`src/rtl/layer_ser.sv`:
```
// layer_ser: snapshots one layer's neuron results and streams them out as beats.
// Optional ReLU clamp at capture when LAYER_SER_RELU_EN is defined.
module layer_ser #(
  parameter int N_NEURONS = 3,
  parameter int DATA_W    = 32,
  parameter int IDX_W     = 2
) (
  input  logic                          clk,
  input  logic                          rst,
  input  logic                          nin_done,
  input  logic [N_NEURONS*DATA_W-1:0]   nin_data,
  output logic [DATA_W-1:0]             out_data,
  output logic [IDX_W-1:0]              out_idx,
  output logic                          out_valid,
  input  logic                          out_ready,
  output logic                          out_last,
  output logic                          busy,
  output logic                          done,
  output logic                          missed
);

  typedef enum logic [1:0] {IDLE, SEND, DONE} state_t;

  localparam logic [IDX_W-1:0] LAST = IDX_W'(N_NEURONS - 1);

  state_t                      st_q, st_d;
  logic [IDX_W-1:0]            idx_q, idx_d, nxt;
  logic [N_NEURONS*DATA_W-1:0] buf_q, buf_d, cap;
  logic [DATA_W-1:0]           data_d;
  logic [IDX_W-1:0]            oidx_d;
  logic                        valid_d, last_d, busy_d;
  logic                        done_d, missed_d;

  // Elements as they will be stored in the buffer
  always_comb begin
    cap = nin_data;
`ifdef LAYER_SER_RELU_EN
    for (int k = 0; k < N_NEURONS; k++) begin
      if (nin_data[k*DATA_W + DATA_W - 1])
        cap[k*DATA_W +: DATA_W] = '0;
    end
`endif
  end

  // Next state, next index and next registered outputs
  always_comb begin
    st_d     = st_q;
    idx_d    = idx_q;
    buf_d    = buf_q;
    data_d   = out_data;
    oidx_d   = out_idx;
    valid_d  = out_valid;
    last_d   = out_last;
    busy_d   = busy;
    done_d   = 1'b0;
    missed_d = missed;
    nxt      = idx_q + 1'b1;
    unique case (st_q)
      IDLE: begin
        if (nin_done) begin
          st_d    = SEND;
          buf_d   = cap;
          idx_d   = '0;
          data_d  = cap[DATA_W-1:0];
          oidx_d  = '0;
          valid_d = 1'b1;
          last_d  = (LAST == '0);
          busy_d  = 1'b1;
        end
      end
      SEND: begin
        if (nin_done)
          missed_d = 1'b1;
        if (out_ready) begin
          if (idx_q == LAST) begin
            st_d    = DONE;
            idx_d   = '0;
            data_d  = '0;
            oidx_d  = '0;
            valid_d = 1'b0;
            last_d  = 1'b0;
            done_d  = 1'b1;
          end else begin
            idx_d  = nxt;
            data_d = buf_q[int'(nxt)*DATA_W +: DATA_W];
            oidx_d = nxt;
            last_d = (nxt == LAST);
          end
        end
      end
      DONE: begin
        if (nin_done)
          missed_d = 1'b1;
        st_d   = IDLE;
        busy_d = 1'b0;
      end
      default: st_d = IDLE;
    endcase
  end

  // State, buffer and output registers; reset wins over everything
  always_ff @(posedge clk) begin
    if (rst) begin
      st_q      <= IDLE;
      idx_q     <= '0;
      buf_q     <= '0;
      out_data  <= '0;
      out_idx   <= '0;
      out_valid <= 1'b0;
      out_last  <= 1'b0;
      busy      <= 1'b0;
      done      <= 1'b0;
      missed    <= 1'b0;
    end else begin
      st_q      <= st_d;
      idx_q     <= idx_d;
      buf_q     <= buf_d;
      out_data  <= data_d;
      out_idx   <= oidx_d;
      out_valid <= valid_d;
      out_last  <= last_d;
      busy      <= busy_d;
      done      <= done_d;
      missed    <= missed_d;
    end
  end

endmodule

```
`config.mk`:
```
export PLATFORM = sky130hd
export DESIGN_NAME = layer_ser
export DESIGN_NICKNAME = d
export VERILOG_FILES = /design/src/rtl/layer_ser.sv
export SDC_FILE = /design/constraint.sdc
export NUM_CORES = 1
export LEC_CHECK = 0
export BUFFER_PORTS_ARGS = -buffer_cell sky130_fd_sc_hd__buf_2
export CAP_MARGIN = 30
export CORE_MARGIN = 1.5
export CORE_UTILIZATION = 53
export DETAILED_ROUTE_END_ITERATION = 16
export PLACE_DENSITY = 0.79
export SLEW_MARGIN = 0
export SYNTH_ARGS = -nofsm -noshare
export SYNTH_HDL_FRONTEND = slang
export SYNTH_SLANG_ARGS = --single-unit
```
`constraint.sdc`:
```
create_clock -name clk -period 3 [get_ports clk]
set_input_delay 0.3 -clock clk [delete_from_list [all_inputs] [get_ports clk]]
set_output_delay 0.3 -clock clk [all_outputs]
set_load 0.005 [all_outputs]
```
==> metrics list, run 1 <==
- Maximum vdd drop: around 470 uV
- Die height: approximately 110 um
- Number of clock sinks: 136
- At the end of routability-driven placement, the weighted congestion stood at 0.807.
- After detailed routing, the total wire length is between 15 and 20 mm.
- Dividing the detail-routed via count by the number of cells gives between 5 and 6.
- STA classifies the critical path startpoint as a flop.
- In this run the tightest slew margin relative to its limit is 0.517.
* Hold slack final: 0.0206 ns
* Ranking of synthesized cells by area: sky130_fd_sc_hd__dfxtp_1 (47%), sky130_fd_sc_hd__nand2_1 (15%), sky130_fd_sc_hd__a21oi_1 (12%)
- Number of vias in the routed layout: 5497
* Post-synthesis instance total: 726
* Fraction of final layout cells with drive strength greater than 1: 0.212
* ANT nets after route: 0
- Post-route setup TNS: 0 ns
- Mean routed wirelength per cell: approximately 16 um
* Yosys reg bits: around 140
* Setup repair after global routing missed its margin: false
* Highest-count cells in the layout ignoring fill and taps: sky130_fd_sc_hd__nand2_1 (229), sky130_fd_sc_hd__buf_2 (137), sky130_fd_sc_hd__a21oi_1 (136)
- After layout, the minimum clock period comes to 2.46 ns.
- Diodes inserted: 0
- Of the post-synthesis cell area, the dominant cell type holds 0.470.
- In this run the worst path has a maximum fanout of 19.
- Antenna violations before repair: 0
- Setup violations remaining at the end of the flow were counted as 0.
- The clock passes through at most 2 buffers.
* Post-synth top area cell: sky130_fd_sc_hd__dfxtp_1
- Category of cells accounting for the largest share of critical-path delay: adder cells
- Fillcell total: between 800 and 900
- Count of max-cap constraint violations: 0
- Unique cell type count in the Yosys netlist: 22
* Post-synth net total: 833
* Length of the first detailed-routing pass in iterations: 5
* Largest net degree at the start of global routing: 70
- Fin crit share: 0.818
- The mapped netlist covers 5800 sq um.
- Sequential share of the synthesized area: 0.470
- In this run, CTS created clock tree buffers numbering 17.
- From synthesis to final layout, the design area changed by 24.8%.
- Required arrival time at the worst endpoint: 3.42 ns
- After the last flow step, the layout net total stands at ~950.
- Once detailed placement completed, the half-perimeter wirelength came to ~9.5 mm.
- Critical path start-end classification: flop to flop
* Hold path startpoint: nin_data[78]
* Post-detailed-route DRC marker count: 0
* Areal power density over the cells: 724 nW/um^2
- During synthesis, Yosys emitted a total of 0 warnings.
* Fmax: 0.407 GHz
* Outcome: complete, no violations
- STA classifies the critical path endpoint as a flop.
- The min-delay analysis places its worst path in the category primary input to flop.
- After synthesis, the mean cell area works out to 7.98 sq um.
* Vias in the first global route: between 5000 and 6000
* Number of buffers and inverters on the critical path: 2
- Area of the multi-input gates: 2760 sq um
- Stage delay of the slowest cell on the critical path: 0.65 ns
* Leakage power total: 2.91 nW
- The largest individual stage delay along the critical path comes from the cell sky130_fd_sc_hd__ha_2.
- For this configuration, the core starts out at a cell density of 0.554.
* Post-CTS sizing: 0
- Total number of placement rows: 37
- In the final layout, flip-flops and latches occupy 2720 sq um.
- Core utilization of the finished layout: 0.691
- Root buffer cell: sky130_fd_sc_hd__clkbuf_8
* Most frequent standard cell in the layout excluding fill and tap cells: sky130_fd_sc_hd__nand2_1
- Clock slew at the register clock pins of the worst setup and hold paths: ~0.060 ns
- Max Clock Skew: 0.00554 ns
- Worst skew pair latency: 0.52 ns
* Global-route wire length before repair: 24.7 mm
* Launching element of the worst setup path: out_last
* Count of buffers from port buffering: 138
- TritonCTS built the clock tree.
- GR Util All Layers: 0.274
- Critical Path, Cell by Cell: inv_1 > ha_2 > buf_4 > mux2i_1 > a211o_1 > a311oi_1
* Total I/O pin count: 139
- The floorplan step defined a core boundary enclosing 10500 sq um.
* Die X: 108 um
- The startpoint identified for the worst register-to-register timing path is out_last.
- Number of H-tree branching levels: 4
* 1st-iter DRT viols: 378
- The die covers 11600 sq um.
- Aggregate global routing overflow: 0
* Max-slew violation count: 0
- Number of hold violations in the final report: 0
* Data arrival, critical path: 2.87 ns
* Transition time at the pin with the least slew margin: 0.724 ns
## stage by stage
step	power (mW)	instances	worst slack [ns]	instance area, sq um
6_report	5.24	995	0.545	7230
4_1_cts	5.25	995	0.569	7230
3_3_place_gp	3.21	945	0.757	6480
2_1_floorplan	2.88	726	0.723	5800
5_1_grt	5.50	995	0.430	7230
3_5_place_dp	3.25	945	0.643	6480
## path summary, 6_finish.rpt
check | slack (ns) | cells past startpoint | to
setup / recovery | 0.54 | 6 | out_data[30]
hold / removal | 0.02 | 3 | buf_q[78]
setup reg to reg | 0.54 | 6 | out_data[30]
hold reg to reg | 0.45 | 2 | buf_q[8]
## Yosys cell counts
library cell,number
sky130_fd_sc_hd__a211o_1,32
sky130_fd_sc_hd__a211oi_1,2
sky130_fd_sc_hd__a21oi_1,136
sky130_fd_sc_hd__a21oi_2,1
sky130_fd_sc_hd__a311oi_1,32
sky130_fd_sc_hd__and2_1,1
sky130_fd_sc_hd__and3_1,1
sky130_fd_sc_hd__buf_1,8
sky130_fd_sc_hd__buf_2,18
sky130_fd_sc_hd__buf_4,3
sky130_fd_sc_hd__buf_6,4
sky130_fd_sc_hd__clkbuf_1,32
sky130_fd_sc_hd__dfxtp_1,136
sky130_fd_sc_hd__ha_1,7
sky130_fd_sc_hd__inv_1,7
sky130_fd_sc_hd__inv_2,1
sky130_fd_sc_hd__mux2i_1,33
sky130_fd_sc_hd__nand2_1,230
sky130_fd_sc_hd__nand2b_1,5
sky130_fd_sc_hd__nor2_1,34
sky130_fd_sc_hd__nor3_1,2
sky130_fd_sc_hd__o211ai_1,1
## routing by layer
layer / vias up / share of wire / track usage
met3: 29 / 0.063 / 0.0642
met4: 0 / 0.022 / 0.118
met1: 2551 / 0.44 / 0.344
li1: 2718 / - / -
met2: 199 / 0.48 / 0.450
met5: - / 0 / 0
## power breakdown
group / switching (mW) / internal, mW / total (mW) / leakage [nW]
Clock: 0.747 / 1.24 / 1.99 / 0.275
Sequential: 0.133 / 2.04 / 2.17 / 1.12
Combinational: 0.655 / 0.424 / 1.08 / 1.52
Total: 1.53 / 3.70 / 5.24 / 2.91
## flip-flops by register name, summed over array words and instances, names as in the netlist
| name | count |
|---|---|
| buf_q | 96 |
| out_data | 32 |
| st_q | 2 |
| busy | 1 |
| done | 1 |
| idx_q | 1 |
| missed | 1 |
| out_last | 1 |
| out_valid | 1 |
## final cells by class
class | count | share of cell area
Multi-Input combinational cell | 517 | 0.381
Sequential cell | 136 | 0.377
Timing Repair Buffer | 166 | 0.136
Clock buffer | 24 | 0.0651
Tap cell | 136 | 0.0235
Clock inverter | 8 | 0.0132
Inverter | 8 | 0.00415
## worst register-to-register path: cells and delay by family (launching register included)
| kind | cells | cell delay, ns |
|---|---|---|
| flops | 1 | 0.40 |
| fa+ha+maj | 1 | 0.65 |
| mux | 1 | 0.14 |
| compound gates | 2 | 0.62 |
| buf+inv | 2 | 0.53 |
## cells by family (layout without fill, tap and decap cells)
family / count (synthesis) / count (layout) / share of synthesized area
AO/OA/AOI/OAI: 204 / 204 / 0.220
flip-flops: 136 / 136 / 0.470
buffers and inverters: 73 / 206 / 0.0583
multiplexers: 33 / 33 / 0.0570
adder cells (fa/ha/maj): 7 / 7 / 0.0151
AND/OR/NAND/NOR: 273 / 273 / 0.180
## repair_timing
item,CTS,global route
endpoints found under the hold margin,18,0
hold buffers,18,0
setup buffers,0,0
setup endpoints to repair,0,0
Power figures use the tool's default switching activity.
==> run 2: changes to the inputs <==
==> constraint.sdc (replaced) <==
create_clock -name clk -period 2.3 [get_ports clk]
set_input_delay 0.23 -clock clk [delete_from_list [all_inputs] [get_ports clk]]
set_output_delay 0.23 -clock clk [all_outputs]
set_load 0.005 [all_outputs]
==> run 2 against run 1 <==
  * Worst setup slack got worse by 0.27 ns
  * Non-clock buffer count increased by 83
  * Final area increased by 12%
  * Sequential cell count unchanged
  * Utilization increased by 8.6 points
  * Final cell count increased by 8.3%
  * Count of clock-buffer cells in the layout decreased by 4
  * Combinational power increased by 47%
  * Clock power increased by 41%
  * First-iteration DRC count increased by 38%
  * Critical path type unchanged
  * Critical endpoint unchanged
==> metrics list, run 2 (synthesized netlist as in run 1, its figures left out) <==
- Fmax: 0.494 GHz (+21%)
- The data arrival time of the critical path was 2.44 ns (-0.43 ns).
- The insertion delay to the later sink of the worst-skew pair came to 0.53 ns (about the same).
- Total I/O pin count: 139 (unchanged)
- The detailed-route DRC error count came to 0 (unchanged).
* Flip-flop count of the largest register after layout: 96 (unchanged)
- The maximum number of pins on one net before global-route repair came to 72 (+2.9%).
- The number of max-slew violations in the final report is 0 (unchanged).
- The peak supply drop was 408 uV (-14%).
- The number of cells traversed by the worst hold path is 3 (unchanged).
- Net count, final: 1036 (+8.7%)
- Relative slew slack: 0.527 (+0.0101)
- The number of CTS-inserted buffers was 17 (unchanged).
- Die height: 108 um (unchanged)
- Diodes inserted: 0 (unchanged)
- Leakage power total: 3.30 nW (+13%)
- Mean routed wirelength per cell: 16.5 um (+5.8%)
- CP startpoint kind: flop
- Setup repair after global routing left no endpoint under its margin.
- Final GP Congestion: 0.805 (-0.21%)
- The library cell used most frequently in the layout, excluding fill and tap cells, is sky130_fd_sc_hd__nand2_1.
- The power per standard cell area came to 890 nW/um^2 (+23%).
- Layout-stage area growth over the synthesis result: 40.2%
* Number of hold violations in the final report: 0 (unchanged)
- Count of buffers from port buffering: 138 (unchanged)
* Worst R2R Start: out_last
* Placeable core region: 10500 sq um (unchanged)
* Reg2reg setup slack: 0.28 ns (-0.27 ns)
- The count of antenna-violating nets left after detailed routing is 0 (unchanged).
- Post-CTS sizing: 0 (unchanged)
* GR Util All Layers: 0.312 (+0.0385)
* Clock tree from TritonCTS: yes
- Final critical path time including I/O delays and setup: 2.02 ns (-0.430 ns)
* DR vias/cell: 5.63 (+2.0%)
* Worst r2r dst: out_data[30]
- The effective utilization at floorplan came to 0.554 (unchanged).
* Hold slack final: 0.0288 ns (+0.00826 ns)
- Worst min-delay path category: primary input to flop
- The number of fill cells is 699 (-19%).
* Destination of the worst hold path: buf_q[93]
* Crit. End Element: flop
- The maximum buffer depth of the clock tree came to 2 (unchanged).
* Most flops, register: buf_q
- The endpoint required time on the critical path came to 2.72 ns (-0.70 ns).
* Critical path start-end classification: flop to flop
- HPWL Detailed: 9.97 mm (+4.5%)
- The clock slew at the register clock pins of the worst setup and hold paths came to 0.06 ns (about the same).
* Number of clock sinks: 136 (unchanged)
* Global-route wire length before repair: 28.3 mm (+15%)
- The clock skew after layout came to 0.00807 ns (+0.00254 ns).
- Aggregate global routing overflow: 0 (unchanged)
* Post-route setup TNS: 0 ns (unchanged)
- The worst-case reg-to-reg path depth is 6 (unchanged).
* Antenna violations before repair: 0 (unchanged)
* Core utilization of the finished layout: 0.777 (+0.0856)
* Number of vias in the routed layout: 6072 (+10%)
- The area enclosed by the die boundary is 11600 sq um (unchanged).
- Total wire length after detailed routing: 17.7 mm (+15%)
* Total number of placement rows: 37 (unchanged)
- The largest driver fanout on the critical path was 16 (-3).
- The slew of the pin with the lowest slew margin is 0.709 ns (-0.0151 ns).
- Die X: 108 um (unchanged)
* Number of H-tree branching levels: 4 (unchanged)
* Fin crit share: 0.880 (+0.0620)
- The final setup violation count came to 0 (unchanged).
- Regs by FF count: buf_q: 96 flops, out_data: 32 flops, st_q: 2 flops
- The flow ran to the end, and the final reports show no timing, DRC or antenna violations.
* 1st-iter DRT viols: 523 (+38%)
- The proportion of layout cells with a drive suffix above 1 came to 0.203 (-0.00911).
- Vias in the first global route: 5929 (+14%)
- Clock tree synthesis selected as its root buffer the cell sky130_fd_sc_hd__clkbuf_8.
* Count of max-cap constraint violations: 0 (unchanged)
* Hold path startpoint: nin_data[93]
- The library cells used most frequently in the layout, excluding fill and tap cells, are sky130_fd_sc_hd__nand2_1 (229), sky130_fd_sc_hd__buf_2 (137), sky130_fd_sc_hd__a21oi_1 (136).
* Length of the first detailed-routing pass in iterations: 6 (+1)
## run 2: changes by cell type in the layout (fill, tap and decap cells not counted)
cell,before,now
sky130_fd_sc_hd__buf_4,8,12
sky130_fd_sc_hd__clkinv_2,4,3
sky130_fd_sc_hd__clkbuf_8,4,2
sky130_fd_sc_hd__clkinv_4,0,2
sky130_fd_sc_hd__bufinv_16,2,4
sky130_fd_sc_hd__buf_12,3,6
sky130_fd_sc_hd__dlygate4sd3_1,18,94
sky130_fd_sc_hd__clkinvlp_4,2,3
sky130_fd_sc_hd__clkbuf_1,4,2
## run 2: cell type report
| type | instances | area [sq um] | area share |
|---|---|---|---|
| repair buffers | 249 | 1840 | 0.226 |
| well taps | 136 | 170 | 0.0209 |
| clock buffers | 20 | 435 | 0.0536 |
| multi-input cells | 517 | 2760 | 0.339 |
| flip-flops and latches | 136 | 2720 | 0.335 |
| inverters | 8 | 30.0 | 0.00370 |
| clock inverters | 12 | 175 | 0.0216 |
## run 2: stage by stage
stage	std cells	cell area (sq um)	total power, mW	setup slack [ns]
2_1_floorplan	726	5800	3.76	0.0226
5_1_grt	1078	8130	7.53	0.166
6_report	1078	8130	7.23	0.275
4_1_cts	1078	8130	7.19	0.267
3_5_place_dp	952	6580	4.29	0.350
3_3_place_gp	952	6580	4.23	0.471
## run 2: power breakdown
part           internal, mW  switching, mW
registers              2.65          0.177
clock network          1.79           1.02
logic                 0.675          0.916
## run 2: worst max-delay path, stage by stage, from the launching register on
cell,delay [ns]
sky130_fd_sc_hd__dfxtp_1,0.39
sky130_fd_sc_hd__inv_1,0.08
sky130_fd_sc_hd__ha_2,0.37
sky130_fd_sc_hd__buf_4,0.33
sky130_fd_sc_hd__mux2i_1,0.13
sky130_fd_sc_hd__a211o_1,0.31
sky130_fd_sc_hd__a311oi_1,0.31
## run 2: repair_timing
action / 4_1_cts / 5_1_grt
buffers inserted: 0 / 0
hold buffers: 94 / 0
endpoints found under the hold margin: 118 / 0
## run 2: per-layer routing
| metal | GRT usage | share of wire | wire (um) | vias to the layer above |
|---|---|---|---|---|
| li1 | - | - | - | 2878 |
| met1 | 0.368 | 0.40 | 7040 | 2842 |
| met2 | 0.546 | 0.50 | 8910 | 295 |
| met3 | 0.0684 | 0.071 | 1260 | 57 |
| met4 | 0.134 | 0.030 | 530 | 0 |
| met5 | 0 | 0 | 0 | - |
## run 2: worst max path at each step
stage / endpoint / cells after the start / startpoint / slack [ns]
2_1_floorplan: out_data[14] / 10 / idx_q[0] / 0.02
3_3_place_gp: out_data[13] / 6 / out_last / 0.47
3_5_place_dp: out_data[1] / 6 / out_last / 0.35
4_1_cts: out_data[30] / 6 / out_last / 0.27
5_1_grt: out_data[7] / 6 / out_last / 0.17
6_report: out_data[30] / 6 / out_last / 0.28
